### config.mk
export PLATFORM = sky130hd
export DESIGN_NAME = branch_compare_unit
export DESIGN_NICKNAME = d
export VERILOG_FILES = /design/src/rtl/branch_cmp_pkg.sv /design/src/rtl/chunk_compare.sv /design/src/rtl/branch_compare_unit.sv
export SDC_FILE = /design/constraint.sdc
export NUM_CORES = 1
export LEC_CHECK = 0
export ABC_AREA = 1
export BUFFER_PORTS_ARGS = -buffer_cell sky130_fd_sc_hd__buf_2
export CELL_PAD_IN_SITES_DETAIL_PLACEMENT = 1
export CELL_PAD_IN_SITES_GLOBAL_PLACEMENT = 1
export CORE_UTILIZATION = 45
export DETAILED_ROUTE_END_ITERATION = 8
export HOLD_SLACK_MARGIN = 0.05
export PLACE_DENSITY = 0.93
export SKIP_LAST_GASP = 1
export SLEW_MARGIN = 20
export SYNTH_ARGS = -nofsm -noshare
export SYNTH_HDL_FRONTEND = slang
export SYNTH_SLANG_ARGS = --single-unit
### constraint.sdc
create_clock -name clk -period 5.05 [get_ports clk]
set_clock_uncertainty 0.15 [all_clocks]
set_input_delay 0.7575 -clock clk [delete_from_list [all_inputs] [get_ports clk]]
set_output_delay 0.7575 -clock clk [all_outputs]
set_load 0.1 [all_outputs]
### src/rtl/branch_cmp_pkg.sv
`default_nettype none
// ============================================================================
//  Module      : branch_cmp_pkg
//  Description : Shared funct3 codes, FSM state type and branch decode helpers
//  Revision    : 1.0 - initial release
// ============================================================================
package branch_cmp_pkg;

    localparam logic [2:0] F3_BEQ  = 3'b000;
    localparam logic [2:0] F3_BNE  = 3'b001;
    localparam logic [2:0] F3_BLT  = 3'b100;
    localparam logic [2:0] F3_BGE  = 3'b101;
    localparam logic [2:0] F3_BLTU = 3'b110;
    localparam logic [2:0] F3_BGEU = 3'b111;

    typedef enum logic [1:0] {
        IDLE = 2'd0,
        SCAN = 2'd1,
        DONE = 2'd2
    } state_t;

    // Only the 11x codes compare unsigned; everything else, illegal codes included, is signed.
    function automatic logic is_signed_op(input logic [2:0] f3);
        return !(f3[2] && f3[1]);
    endfunction

    function automatic logic is_illegal(input logic [2:0] f3);
        return (f3[2:1] == 2'b01);
    endfunction

    function automatic logic branch_taken(input logic [2:0] f3, input logic lt, input logic eq);
        logic t;
        case (f3)
            F3_BEQ:           t = eq;
            F3_BNE:           t = !eq;
            F3_BLT, F3_BLTU:  t = lt;
            F3_BGE, F3_BGEU:  t = !lt;
            default:          t = 1'b0;
        endcase
        return t;
    endfunction

endpackage
`default_nettype wire

### src/rtl/chunk_compare.sv
`default_nettype none
// ============================================================================
//  Module      : chunk_compare
//  Description : CHUNK-wide unsigned slice compare with optional MSB flip
//                so a top slice can be ordered as signed
//  Revision    : 1.0 - initial release
// ============================================================================
module chunk_compare #(
    parameter int CHUNK = 8
) (
    input  logic [CHUNK-1:0] a,
    input  logic [CHUNK-1:0] b,
    input  logic             invert_msb,
    output logic             lt,
    output logic             eq
);

    logic [CHUNK-1:0] w_mask;
    logic [CHUNK-1:0] w_a;
    logic [CHUNK-1:0] w_b;

    assign w_mask = {invert_msb, {(CHUNK-1){1'b0}}};
    assign w_a    = a ^ w_mask;
    assign w_b    = b ^ w_mask;
    assign lt     = (w_a < w_b);
    assign eq     = (a == b);

endmodule
`default_nettype wire

### src/rtl/branch_compare_unit.sv
`default_nettype none
// ============================================================================
//  Module      : branch_compare_unit
//  Description : MSB-first multi-cycle branch comparator with early exit at
//                the first differing slice; valid/ready on both sides
//  Revision    : 1.0 - initial release
// ============================================================================
module branch_compare_unit
    import branch_cmp_pkg::*;
#(
    parameter int XLEN  = 64,
    parameter int CHUNK = 8
) (
    input  logic            clk,
    input  logic            rst_n,
    input  logic            valid_i,
    output logic            ready_o,
    input  logic [XLEN-1:0] rs1_i,
    input  logic [XLEN-1:0] rs2_i,
    input  logic [2:0]      funct3_i,
    output logic            valid_o,
    input  logic            ready_i,
    output logic            taken_o,
    output logic            lt_o,
    output logic            eq_o,
    output logic            illegal_o
);

    localparam int NSLICE = XLEN / CHUNK;
    localparam int IDX_W  = (NSLICE > 1) ? $clog2(NSLICE) : 1;
    localparam logic [IDX_W-1:0] C_TOP_IDX = IDX_W'(NSLICE - 1);
    localparam logic [IDX_W-1:0] C_ONE     = IDX_W'(1);

    generate
        if ((XLEN % CHUNK) != 0 || CHUNK < 2) begin : g_param_check
            $error("branch_compare_unit: XLEN must be a multiple of CHUNK and CHUNK >= 2");
        end
    endgenerate

    state_t            r_state;
    logic [IDX_W-1:0]  r_idx;
    logic [XLEN-1:0]   r_rs1;
    logic [XLEN-1:0]   r_rs2;
    logic [2:0]        r_funct3;

    logic [CHUNK-1:0]  w_slice_a [NSLICE];
    logic [CHUNK-1:0]  w_slice_b [NSLICE];
    logic [CHUNK-1:0]  w_sel_a;
    logic [CHUNK-1:0]  w_sel_b;
    logic              w_invert;
    logic              w_lt;
    logic              w_eq;

    genvar gi;
    generate
        for (gi = 0; gi < NSLICE; gi++) begin : g_slice
            assign w_slice_a[gi] = r_rs1[gi*CHUNK +: CHUNK];
            assign w_slice_b[gi] = r_rs2[gi*CHUNK +: CHUNK];
        end
    endgenerate

    assign w_sel_a  = w_slice_a[r_idx];
    assign w_sel_b  = w_slice_b[r_idx];
    assign w_invert = is_signed_op(r_funct3) && (r_idx == C_TOP_IDX);

    chunk_compare #(
        .CHUNK      (CHUNK)
    ) u_chunk_compare (
        .a          (w_sel_a),
        .b          (w_sel_b),
        .invert_msb (w_invert),
        .lt         (w_lt),
        .eq         (w_eq)
    );

    assign ready_o = (r_state == IDLE);
    assign valid_o = (r_state == DONE);

    always_ff @(posedge clk or negedge rst_n) begin
        if (!rst_n) begin
            r_state   <= IDLE;
            r_idx     <= '0;
            r_rs1     <= '0;
            r_rs2     <= '0;
            r_funct3  <= '0;
            taken_o   <= 1'b0;
            lt_o      <= 1'b0;
            eq_o      <= 1'b0;
            illegal_o <= 1'b0;
        end else begin
            case (r_state)
                IDLE: begin
                    if (valid_i) begin
                        r_rs1    <= rs1_i;
                        r_rs2    <= rs2_i;
                        r_funct3 <= funct3_i;
                        r_idx    <= C_TOP_IDX;
                        r_state  <= SCAN;
                    end
                end
                SCAN: begin
                    if (!w_eq) begin
                        lt_o      <= w_lt;
                        eq_o      <= 1'b0;
                        taken_o   <= branch_taken(r_funct3, w_lt, 1'b0);
                        illegal_o <= is_illegal(r_funct3);
                        r_state   <= DONE;
                    end else if (r_idx == '0) begin
                        lt_o      <= 1'b0;
                        eq_o      <= 1'b1;
                        taken_o   <= branch_taken(r_funct3, 1'b0, 1'b1);
                        illegal_o <= is_illegal(r_funct3);
                        r_state   <= DONE;
                    end else begin
                        r_idx <= r_idx - C_ONE;
                    end
                end
                DONE: begin
                    // Returning to IDLE first keeps a new accept off the handshake edge.
                    if (ready_i) begin
                        r_state <= IDLE;
                    end
                end
                default: r_state <= IDLE;
            endcase
        end
    end

endmodule
`default_nettype wire
==> reports/qor.yml, run 1 <==
end_kind: "register"
insertedDiodeCount: 0
wl_met1_um: 8060
finalSetupViolCount: 0
num_io_pins: 141
slew_headroom_pct: 29.0
hpwl_um: 12300
cts_made_buffers: 17
yosys.area.top_type: "dfrtp_1"
dieArea_sq_um: 15400
io_buffers: 140
drc: 0
synth_area_leaders: "dfrtp_1, mux2_2, nor2_1, o21ai_0, nand2_1"
syn_inst: 648
synth.cell_area_sq_um: 6730
die_x_um: 124
yosysTopAreaCellShare_pct: 52.1
yosys-top-cells-count: "dfrtp_1, mux2_2, nor2_1"
ys_types: 31
cts_tree: "yes"
rsz0062_at_grt: "no"
drive_gt1_share_pct: 38.3
place_ws_ns: 1.62
cts_setup_buffers: 0
synth_edf_count: 0
cp.required_ns: 5.21
finalMaxSlewViolations: 0
grt_pass1_wl_um: 31600
antenna_left: 0
post-route-min-period_ns: 3.54
cts-root-buf: "clkbuf_16"
vias: 5287
critPathArrivalTime_ns: 3.69
cts_resized: 0
initial_core_util_pct: 46.1
multi_input_area_sq_um: 2930
hold_buffers: 0
synth.net_count: 794
fmax_mhz: 283
wl_per_cell_um: 19.5
ir_worst_vdd_mv: 0.308
overflow: 0
synthToLayoutAreaGrowth_pct: 20.3
seq_area_frac_synth_pct: 52.1
tns_ns: 0
startpoint_type: "register"
status: "completed"
htree_levels: 4
worstSkewPairLatency_ns: 0.42
grt_max_degree: 111
r2r_start: "r_idx[0]"
fill_cells: 1626
dieHeight_um: 124
top_layer: "met5"
path_clk_slew_ns: 0.06
path_max_fanout: 66
cts_buffer_depth: 2
core_area_sq_um: 14600
worstSetupStartpoint: "r_idx[0]"
routed_wl_um: 18900
async_flop_share_pct: 100
dr.pass1.iters: 4
yosys_warnings: 0
ys.flop_type: "dfrtp_1"
via_per_inst: 5.47
power_leakage_nw: 3.78
route.met3.wl_um: 922
timing.final.crit_share_pct: 70.0
cts.sinks: 140
hold_viol: 0
max_cap_viol_count: 0
synth_area_per_cell_sq_um: 10.4
antenna_found_initial: 5
nNetsFinal: 918
seq_area_sq_um: 3500
r2r_slack_ns: 1.51
path_class: "register to register"
synth-seq-cells: 140
dr_wl_met2_um: 9140
worst_pin_slew_ns: 1.06
placementRows: 44
gp_congestion: 0.780
fin_ws_ns: 1.51
grt_pass1_vias: 5971
grt_use_total_pct: 26.3
hold_path.class: "input pin to async pin"
yosysMostFrequentCell: "dfrtp_1"
dr.first_iter.drc_count: 221
p_per_area_nw_per_um2: 745
## power breakdown
group	total (mW)	leakage (nW)	switching, mW	internal, mW
registers	2.06	1.63	0.369	1.69
clock network	1.22	0.282	0.452	0.772
logic	2.75	1.87	1.67	1.08
total	6.03	3.78	2.49	3.54
## layout by cell type, fill, tap and decap left out, drive strengths merged
master | synthesis | routed
buf | 29 | 144
dfrtp | 140 | 140
mux2 | 113 | 113
nor2 | 106 | 106
o21ai | 64 | 64
nand2 | 62 | 62
inv | 26 | 26
nand3 | 25 | 25
clkbuf | 11 | 25
a21oi | 22 | 22
o22ai | 14 | 14
ha | 11 | 11
o221ai | 7 | 7
a31oi | 7 | 7
clkinv | 0 | 3
xnor2 | 2 | 2
nor3 | 2 | 2
bufinv | 0 | 2
nand4 | 2 | 2
o211ai | 1 | 1
xor2 | 1 | 1
o311ai | 1 | 1
o21bai | 1 | 1
o21a | 1 | 1
clkinvlp | 0 | 1
## flip-flops by register name, indices dropped and copies added, names as in the netlist
register / count
eq_o: 1
illegal_o: 1
lt_o: 1
r_funct3: 3
r_idx: 3
r_rs1: 64
r_rs2: 64
r_state: 2
taken_o: 1
## cell families after synthesis
logic type               Yosys count  share of synthesized area, %
AND/OR/NAND/NOR                  197                          12.3
AO/OA/AOI/OAI                    118                          9.72
buffers and inverters             66                          4.54
flip-flops                       140                          52.1
adder cells (fa/ha/maj)           11                          2.04
multiplexers                     113                          18.9
XOR/XNOR                           3                         0.390
## per-stage QoR
stage	power, mW	cell area [sq um]	cells	utilization (%)	hold WS (ns)
2_1_floorplan	4.00	6730	648	-	0.312
3_3_place_gp	4.54	7520	937	51.5	0.332
3_5_place_dp	4.72	7520	937	51.5	0.340
4_1_cts	6.05	8100	967	55.5	0.359
5_1_grt	6.47	8100	967	55.5	0.371
6_report	6.03	8100	967	55.5	0.275
## layer usage
| layer | track usage (%) | vias to the layer above |
|---|---|---|
| met3 | 6.92 | 61 |
| li1 | - | 2462 |
| met4 | 11.8 | 6 |
| met1 | 33.0 | 2599 |
| met5 | 0 | - |
| met2 | 42.6 | 159 |
## worst max-delay path: stages, from the launching register on
cell and delay (ns):
dfrtp_2 0.41, inv_2 0.75, o21ai_0 0.24, o22ai_1 0.25
nor2_1 0.08, a31oi_1 0.25, ha_1 0.20, nand4_1 0.14
nor3_1 0.51, nand4_4 0.19, nand3_1 0.13, nand2_1 0.08
## area by class of cell
type | count | area share, %
Timing Repair Buffer | 145 | 9.38
Sequential cell | 140 | 43.3
Multi-Input combinational cell | 442 | 36.2
Inverter | 26 | 1.21
Clock inverter | 6 | 1.07
Clock buffer | 24 | 6.07
Tap cell | 184 | 2.84
## final timing paths
| kind | end | cells after the start |
|---|---|---|
| worst max-delay path | r_idx[0] | 11 |
| worst min-delay path | r_rs2[31] | 1 |
| worst max register to register | r_idx[0] | 11 |
| worst min register to register | r_rs1[0] | 1 |
| max in group asynchronous | r_rs1[35] | 2 |
| min in group clk | r_rs1[0] | 1 |
No activity file was read; power rests on OpenSTA's default activity.
==> run 2: changes to the inputs <==
--- a/config.mk
+++ b/config.mk
@@ -9,10 +9,10 @@
 export BUFFER_PORTS_ARGS = -buffer_cell sky130_fd_sc_hd__buf_2
 export CELL_PAD_IN_SITES_DETAIL_PLACEMENT = 1
 export CELL_PAD_IN_SITES_GLOBAL_PLACEMENT = 1
-export CORE_UTILIZATION = 45
+export CORE_UTILIZATION = 38
 export DETAILED_ROUTE_END_ITERATION = 8
 export HOLD_SLACK_MARGIN = 0.05
-export PLACE_DENSITY = 0.93
+export PLACE_DENSITY = 0.85
 export SKIP_LAST_GASP = 1
 export SLEW_MARGIN = 20
 export SYNTH_ARGS = -nofsm -noshare
==> constraint.sdc (replaced) <==
create_clock -name clk -period 3.25 [get_ports clk]
set_clock_uncertainty 0.15 [all_clocks]
set_input_delay 0.4875 -clock clk [delete_from_list [all_inputs] [get_ports clk]]
set_output_delay 0.4875 -clock clk [all_outputs]
set_load 0.1 [all_outputs]
==> run 2 against run 1 <==
Effect of this change: final cell count rose by 5.3%; sequential share of layout area fell by 0.83 points; critical endpoint unchanged; critical path depth rose by 1.
==> reports/qor.yml, run 2 (synthesis gave the netlist of run 1 again) <==
initial_core_util_pct: 38.9  # was 46.1%
dieHeight_um: 135  # was 124 um
path_max_fanout: 42  # was 66
core_area_sq_um: 17300  # was 14,600 sq um
grt_pass1_vias: 5718  # was 5,971
dr.first_iter.drc_count: 199  # was 221
htree_levels: 4  # unchanged
wl_per_cell_um: 18.3  # was 19.5 um
die_x_um: 135  # was 124 um
p_sw_mw: 3.84  # was 2.49 mW
min_path_cells: 2
postLayoutCellArea_sq_um: 8260  # was 8100 sq um
nNetsFinal: 927  # was 918
timing.rr.end: "r_idx[0]"  # unchanged
crit_buf_inv: 2  # was 1
dieArea_sq_um: 18200  # was 15,400 sq um
path_delay_family: "simple AND/OR/NAND/NOR gates"  # unchanged
grt_max_degree: 96  # was 111
hpwl_um: 13100  # was 12,300 um
grt_pass1_wl_um: 30300  # was 31,600 um
place_area_sq_um: 7670  # was 7520 sq um
synthToLayoutAreaGrowth_pct: 22.7  # was 20.3%
hp-start: "rs1_i[2]"
cts-root-buf: "clkbuf_16"  # unchanged
r2r_slack_ns: 0.32  # was 1.51 ns
timing.final.crit_share_pct: 90.1  # was 70.0%
via_per_inst: 5.12  # was 5.47
largestRegisters: "r_rs1 (64), r_rs2 (64)"  # unchanged
vias: 5216  # was 5,287
cts_setup_buffers: 0  # unchanged
hold_path_end: "r_rs1[2]"
num_io_pins: 141  # unchanged
rsz0062_at_grt: "no"  # unchanged
startpoint_type: "register"  # unchanged
drive_gt1_share_pct: 39.5  # was 38.3%
combinationalPowerShare_pct: 45.8  # was 45.5%
critPathArrivalTime_ns: 3.14  # was 3.69 ns
r2r_start: "r_idx[0]"  # unchanged
drc: 0  # unchanged
finalMaxSlewViolations: 0  # unchanged
internal_power_mw: 5.54  # was 3.54 mW
grt_use_total_pct: 22.2  # was 26.3%
io_buffers: 140  # unchanged
seqPwrFrac_pct: 34.0  # was 34.2%
antenna_found_initial: 0  # was 5
p_per_area_nw_per_um2: 1140  # was 745 nW/um^2
path_class: "register to register"  # unchanged
routed_wl_um: 18600  # was 18,900 um
cts_buffer_depth: 2  # unchanged
place_ws_ns: 0.285  # was 1.62 ns
worst_pin_slew_ns: 0.661  # was 1.06 ns
final_cell_mix: "dfrtp_1, buf_2, mux2_2, nor2_1, o21ai_0"  # unchanged
max_cap_viol_count: 0  # unchanged
cts_made_buffers: 17  # unchanged
worst_path_largest_cell_delay_ns: 0.42  # was 0.75 ns
slew_headroom_pct: 55.8  # was 29.0%
power_frac_clock_pct: 20.3  # about the same
crit_chain: "inv_2 > buf_12 > o21ai_0 > o221ai_1 > o21ai_0 > ha_1 > nand4_1 > nor3_2 > nand4_4 > nand2_4 > nand2_1 > nand2_1"  # was inv_2 > o21ai_0 > o22ai_1 > nor2_1 > a31oi_1 > ha_1 > nand4_1 > nor3_1 > nand4_4 > nand3_1 > nand2_1
power_leakage_nw: 3.84  # was 3.78 nW
ir_worst_vdd_mv: 0.664  # was 0.308 mV
dr.pass1.iters: 4  # unchanged
hold_path.class: "input pin to register"  # was input pin to async pin
tns_ns: 0  # unchanged
p_sw_share_pct: 40.9  # was 41.2%
antenna_left: 0  # unchanged
path_clk_slew_ns: 0.06  # about the same
worstSkewPairLatency_ns: 0.43  # was 0.42 ns
gp_congestion: 0.766  # was 0.780
worst_r2r_path_depth: 12  # was 11
overflow: 0  # unchanged
utilization_pct: 47.7  # was 55.5%
cp.required_ns: 3.46  # was 5.21 ns
fmax_mhz: 342  # was 283 MHz
placementRows: 48  # was 44
hold_viol: 0  # unchanged
post-route-min-period_ns: 2.93  # was 3.54 ns
insertedDiodeCount: 0  # unchanged
cp_slowest_cell: "dfrtp_2"  # was inv_2
finalSetupViolCount: 0  # unchanged
status: "completed"  # unchanged
cts_tree: "yes"  # unchanged
cts.sinks: 140  # unchanged
fin_ws_ns: 0.322  # was 1.51 ns
end_kind: "register"  # unchanged
==> run 2: cell count changes in the layout (fill, tap and decap cells not counted), moves of 3 or more <==
cell      delta
buf_12       +3
buf_4        +5
clkbuf_1     -3
clkbuf_8     -3
clkinv_2     +4
==> run 2: layer usage <==
layer | part of all wire (%) | global-route usage [%] | up-vias
met5 | 0 | 0 | -
met4 | 2.4 | 8.24 | 0
met3 | 4.7 | 6.27 | 40
met2 | 49 | 36.1 | 135
met1 | 44 | 28.0 | 2564
li1 | - | - | 2477
==> run 2: per-stage QoR <==
| stage | std cells | hold slack (ns) | power [mW] |
|---|---|---|---|
| global route | 1018 | 0.127 | 10.1 |
| detailed placement | 986 | 0.332 | 7.43 |
| finish | 1018 | 0.136 | 9.38 |
| CTS | 1018 | 0.118 | 9.43 |
| floorplan | 648 | 0.0419 | 6.22 |
| global placement | 986 | 0.329 | 7.21 |
==> run 2: worst max path at each step <==
stage          cells after the start         to       start  slack (ns)
3_3_place_gp                      11   r_idx[0]    r_idx[0]        0.42
2_1_floorplan                      5  r_rs2[28]  r_state[0]        0.20
6_report                          12   r_idx[0]    r_idx[0]        0.32
4_1_cts                           12   r_idx[0]    r_idx[0]        0.14
5_1_grt                           12   r_idx[0]    r_idx[0]        0.08
3_5_place_dp                      12   r_idx[0]    r_idx[0]        0.28
==> run 2: worst reg2reg max path: cells and delay by family (launching register included) <==
| family | cells | cell delay, ns |
|---|---|---|
| and+or+nand+nor | 6 | 0.89 |
| AOI/OAI and AO/OA | 3 | 0.59 |
| buffers and inverters | 2 | 0.50 |
| DFF | 1 | 0.42 |
| adders and majority gates | 1 | 0.31 |
==> run 2: cell type report <==
type,instances,area (sq um)
Inverter,26,97.6
Tap cell,225,282
Clock buffer,19,453
Sequential cell,140,3500
Fill cell,1978,9040
Clock inverter,12,123
Timing Repair Buffer,154,865
Multi-Input combinational cell,442,2930
==> run 2: what timing repair did <==
item                                    CTS  global route
resized for setup                         0             1
hold buffers                              1             0
endpoints found under the setup margin    0             4
hold endpoints to repair                 51             0
==> run 2: power by group through the flow <==
stage | combinational (mW) | clock (mW) | sequential, mW
final | 4.29 | 1.90 | 3.19
after global placement | 4.08 | 0 | 3.14
after detailed placement | 4.24 | 0 | 3.19
after global routing | 4.81 | 2.01 | 3.29
after floorplan | 3.10 | 0 | 3.12
after CTS | 4.32 | 1.93 | 3.18
==> run 3: changes to the inputs <==
--- a/config.mk
+++ b/config.mk
@@ -9,10 +9,11 @@
 export BUFFER_PORTS_ARGS = -buffer_cell sky130_fd_sc_hd__buf_2
 export CELL_PAD_IN_SITES_DETAIL_PLACEMENT = 1
 export CELL_PAD_IN_SITES_GLOBAL_PLACEMENT = 1
-export CORE_UTILIZATION = 38
+export CORE_UTILIZATION = 42
 export DETAILED_ROUTE_END_ITERATION = 8
 export HOLD_SLACK_MARGIN = 0.05
-export PLACE_DENSITY = 0.85
+export PLACE_DENSITY = 0.88
+export REMOVE_ABC_BUFFERS = 1
 export SKIP_LAST_GASP = 1
 export SLEW_MARGIN = 20
 export SYNTH_ARGS = -nofsm -noshare
==> constraint.sdc (replaced) <==
create_clock -name clk -period 2.7 [get_ports clk]
set_clock_uncertainty 0.15 [all_clocks]
set_input_delay 0.405 -clock clk [delete_from_list [all_inputs] [get_ports clk]]
set_output_delay 0.405 -clock clk [all_outputs]
set_load 0.1 [all_outputs]
==> run 3 against run 2 <==
Effect of this change: the flow now finishes with violations (negative setup slack); count of clock-buffer cells in the layout is 2 lower; combinational power is 87% higher; total power is 57% higher; global-route usage is 5.3 points higher; setup slack worse by 0.57 ns; sequential power is 25% higher; die area is 9.4% lower; cell area is 14% higher.
==> reports/qor.yml, run 3 (synthesis gave the netlist of run 1 again) <==
status: "finished, violations left"  # was completed
violations: "negative setup slack"
antenna_found_initial: 0  # unchanged
initial_core_util_pct: 43.6  # was 38.9%
cp.required_ns: 2.88  # was 3.46 ns
nNetsFinal: 975  # was 927
htree_levels: 4  # unchanged
core_area_sq_um: 15400  # was 17,300 sq um
final_common_cell: "buf_2"
critPathArrivalTime_ns: 3.13  # was 3.14 ns
worstSetupStartpoint: "r_idx[0]"  # unchanged
dr.first_iter.drc_count: 419  # was 199
drive_gt1_share_pct: 49.0  # was 39.5%
drc: 0  # unchanged
final_cell_mix: "buf_2, dfrtp_1, mux2_2, nor2_1, nand2_1"  # was dfrtp_1, buf_2, mux2_2, nor2_1, o21ai_0
end_kind: "register"  # unchanged
largestRegisters: "r_rs1 (64), r_rs2 (64)"  # unchanged
dieHeight_um: 129  # was 135 um
hold_path.class: "input pin to register"  # unchanged
timing.hold.ws_ns: 0.0452  # was 0.136 ns
p_per_area_nw_per_um2: 1570  # was 1140 nW/um^2
overflow: 0  # unchanged
dr.pass1.iters: 5  # was 4
cts_tree: "yes"  # unchanged
cts_buffer_depth: 2  # unchanged
hp-start: "rs2_i[32]"  # was rs1_i[2]
max_cap_viol_count: 0  # unchanged
gp_congestion: 0.853  # was 0.766
dieArea_sq_um: 16500  # was 18,200 sq um
hold_viol: 0  # unchanged
vias: 6113  # was 5,216
worstSkewPairLatency_ns: 0.44  # was 0.43 ns
grt_use_total_pct: 27.5  # was 22.2%
cts-root-buf: "clkbuf_16"  # unchanged
grt_max_degree: 72  # was 96
cts.sinks: 140  # unchanged
via_per_inst: 5.80  # was 5.12
io_buffers: 140  # unchanged
ir_worst_vdd_mv: 0.769  # was 0.664 mV
rsz0062_at_grt: "yes"  # was no
power_leakage_nw: 4.29  # was 3.84 nW
placementRows: 45  # was 48
slew_headroom_pct: 54.0  # was 55.8%
timing.final.crit_share_pct: 109  # was 90.1%
grt_pass1_wl_um: 34000  # was 30,300 um
worst_pin_slew_ns: 0.688  # was 0.661 ns
die_x_um: 129  # was 135 um
synthToLayoutAreaGrowth_pct: 39.5  # was 22.7%
hpwl_um: 13000  # was 13,100 um
num_io_pins: 141  # unchanged
path_clk_slew_ns: 0.06  # about the same
r2r_start: "r_idx[0]"  # unchanged
tns_ns: -1.10  # was 0 ns
path_class: "register to register"  # unchanged
wl_per_cell_um: 25.1  # was 18.3 um
fin_ws_ns: -0.248  # was 0.322 ns
antenna_left: 0  # unchanged
cts_made_buffers: 17  # unchanged
startpoint_type: "register"  # unchanged
fill_cells: 1654  # was 1,978
finalMaxSlewViolations: 0  # unchanged
finalSetupViolCount: 9  # was 0
path_max_fanout: 20  # was 42
post-route-min-period_ns: 2.95  # was 2.93 ns
fmax_mhz: 339  # was 342 MHz
routed_wl_um: 26400  # was 18,600 um
grt_pass1_vias: 6407  # was 5,718
==> run 3: final cells by class <==
| type | count | area (sq um) | share of cell area [%] |
|---|---|---|---|
| clock inverter | 15 | 245 | 2.61 |
| clock buffer | 17 | 425 | 4.53 |
| inverter | 26 | 116 | 1.24 |
| timing repair inverter | 1 | 11.3 | 0.120 |
| tap | 211 | 264 | 2.81 |
| antenna | 1 | 2.50 | 0.0267 |
| multi-input combinational | 442 | 3240 | 34.5 |
| timing repair buffer | 201 | 1580 | 16.8 |
| sequential | 140 | 3510 | 37.3 |
==> run 3: worst paths after layout <==
path	slack, ns	cells after the start	end
min in group asynchronous	0.40	2	r_rs2[1]
worst max-delay path	-0.25	18	taken_o
worst min-delay path	0.05	2	r_rs2[32]
worst max register to register	-0.25	18	taken_o
max in group asynchronous	1.35	3	r_rs2[31]
worst min register to register	0.37	1	r_rs2[30]
==> run 3: power breakdown <==
group	leakage (nW)	internal (mW)	switching, mW
Sequential	1.62	3.17	0.835
Combinational	2.35	3.51	4.51
Clock	0.312	1.73	1.00
Total	4.29	8.41	6.35
==> run 3: critical path, cell delays in order, from the launching register on <==
cell	delay, ns
dfrtp_2	0.49
buf_6	0.17
buf_12	0.16
nor2_1	0.15
nor2_1	0.08
o21ai_1	0.12
a31oi_2	0.14
ha_1	0.34
inv_2	0.06
o21bai_1	0.23
nand2_1	0.11
nand2_1	0.09
nand2_2	0.07
nand3_1	0.08
nand2_1	0.05
nor2_1	0.12
nand2_1	0.08
nand3_1	0.09
nand2_1	0.05
==> run 3: metrics by stage <==
stage	cell area [sq um]	setup slack, ns	instances	util (%)	total power, mW
2_1_floorplan	6520	-3.45	608	-	7.44
3_3_place_gp	7740	0.127	979	50.2	8.77
3_5_place_dp	7740	-0.0352	979	50.2	9.12
4_1_cts	8640	-0.000651	1030	56.0	12.1
5_1_grt	9390	-0.314	1053	60.8	15.4
6_report	9390	-0.248	1054	60.9	14.8
==> run 3: repair_timing <==
item | in CTS | in global routing
gates resized for setup | 4 | 130
buffers inserted | 0 | 12
hold buffers | 18 | 0
endpoints found under the setup margin | 3 | 9
endpoints found under the hold margin | 86 | 0
gates cloned | 1 | 12
pin swaps | 0 | 51
==> run 3: layer usage <==
metal  up-vias  wire (um)  track usage (%)
li1       2589          -                -
met1      3083       9870             30.9
met2       323      13400             48.9
met3       118       1720             6.53
met4         0       1430             13.4
met5         -          0                0
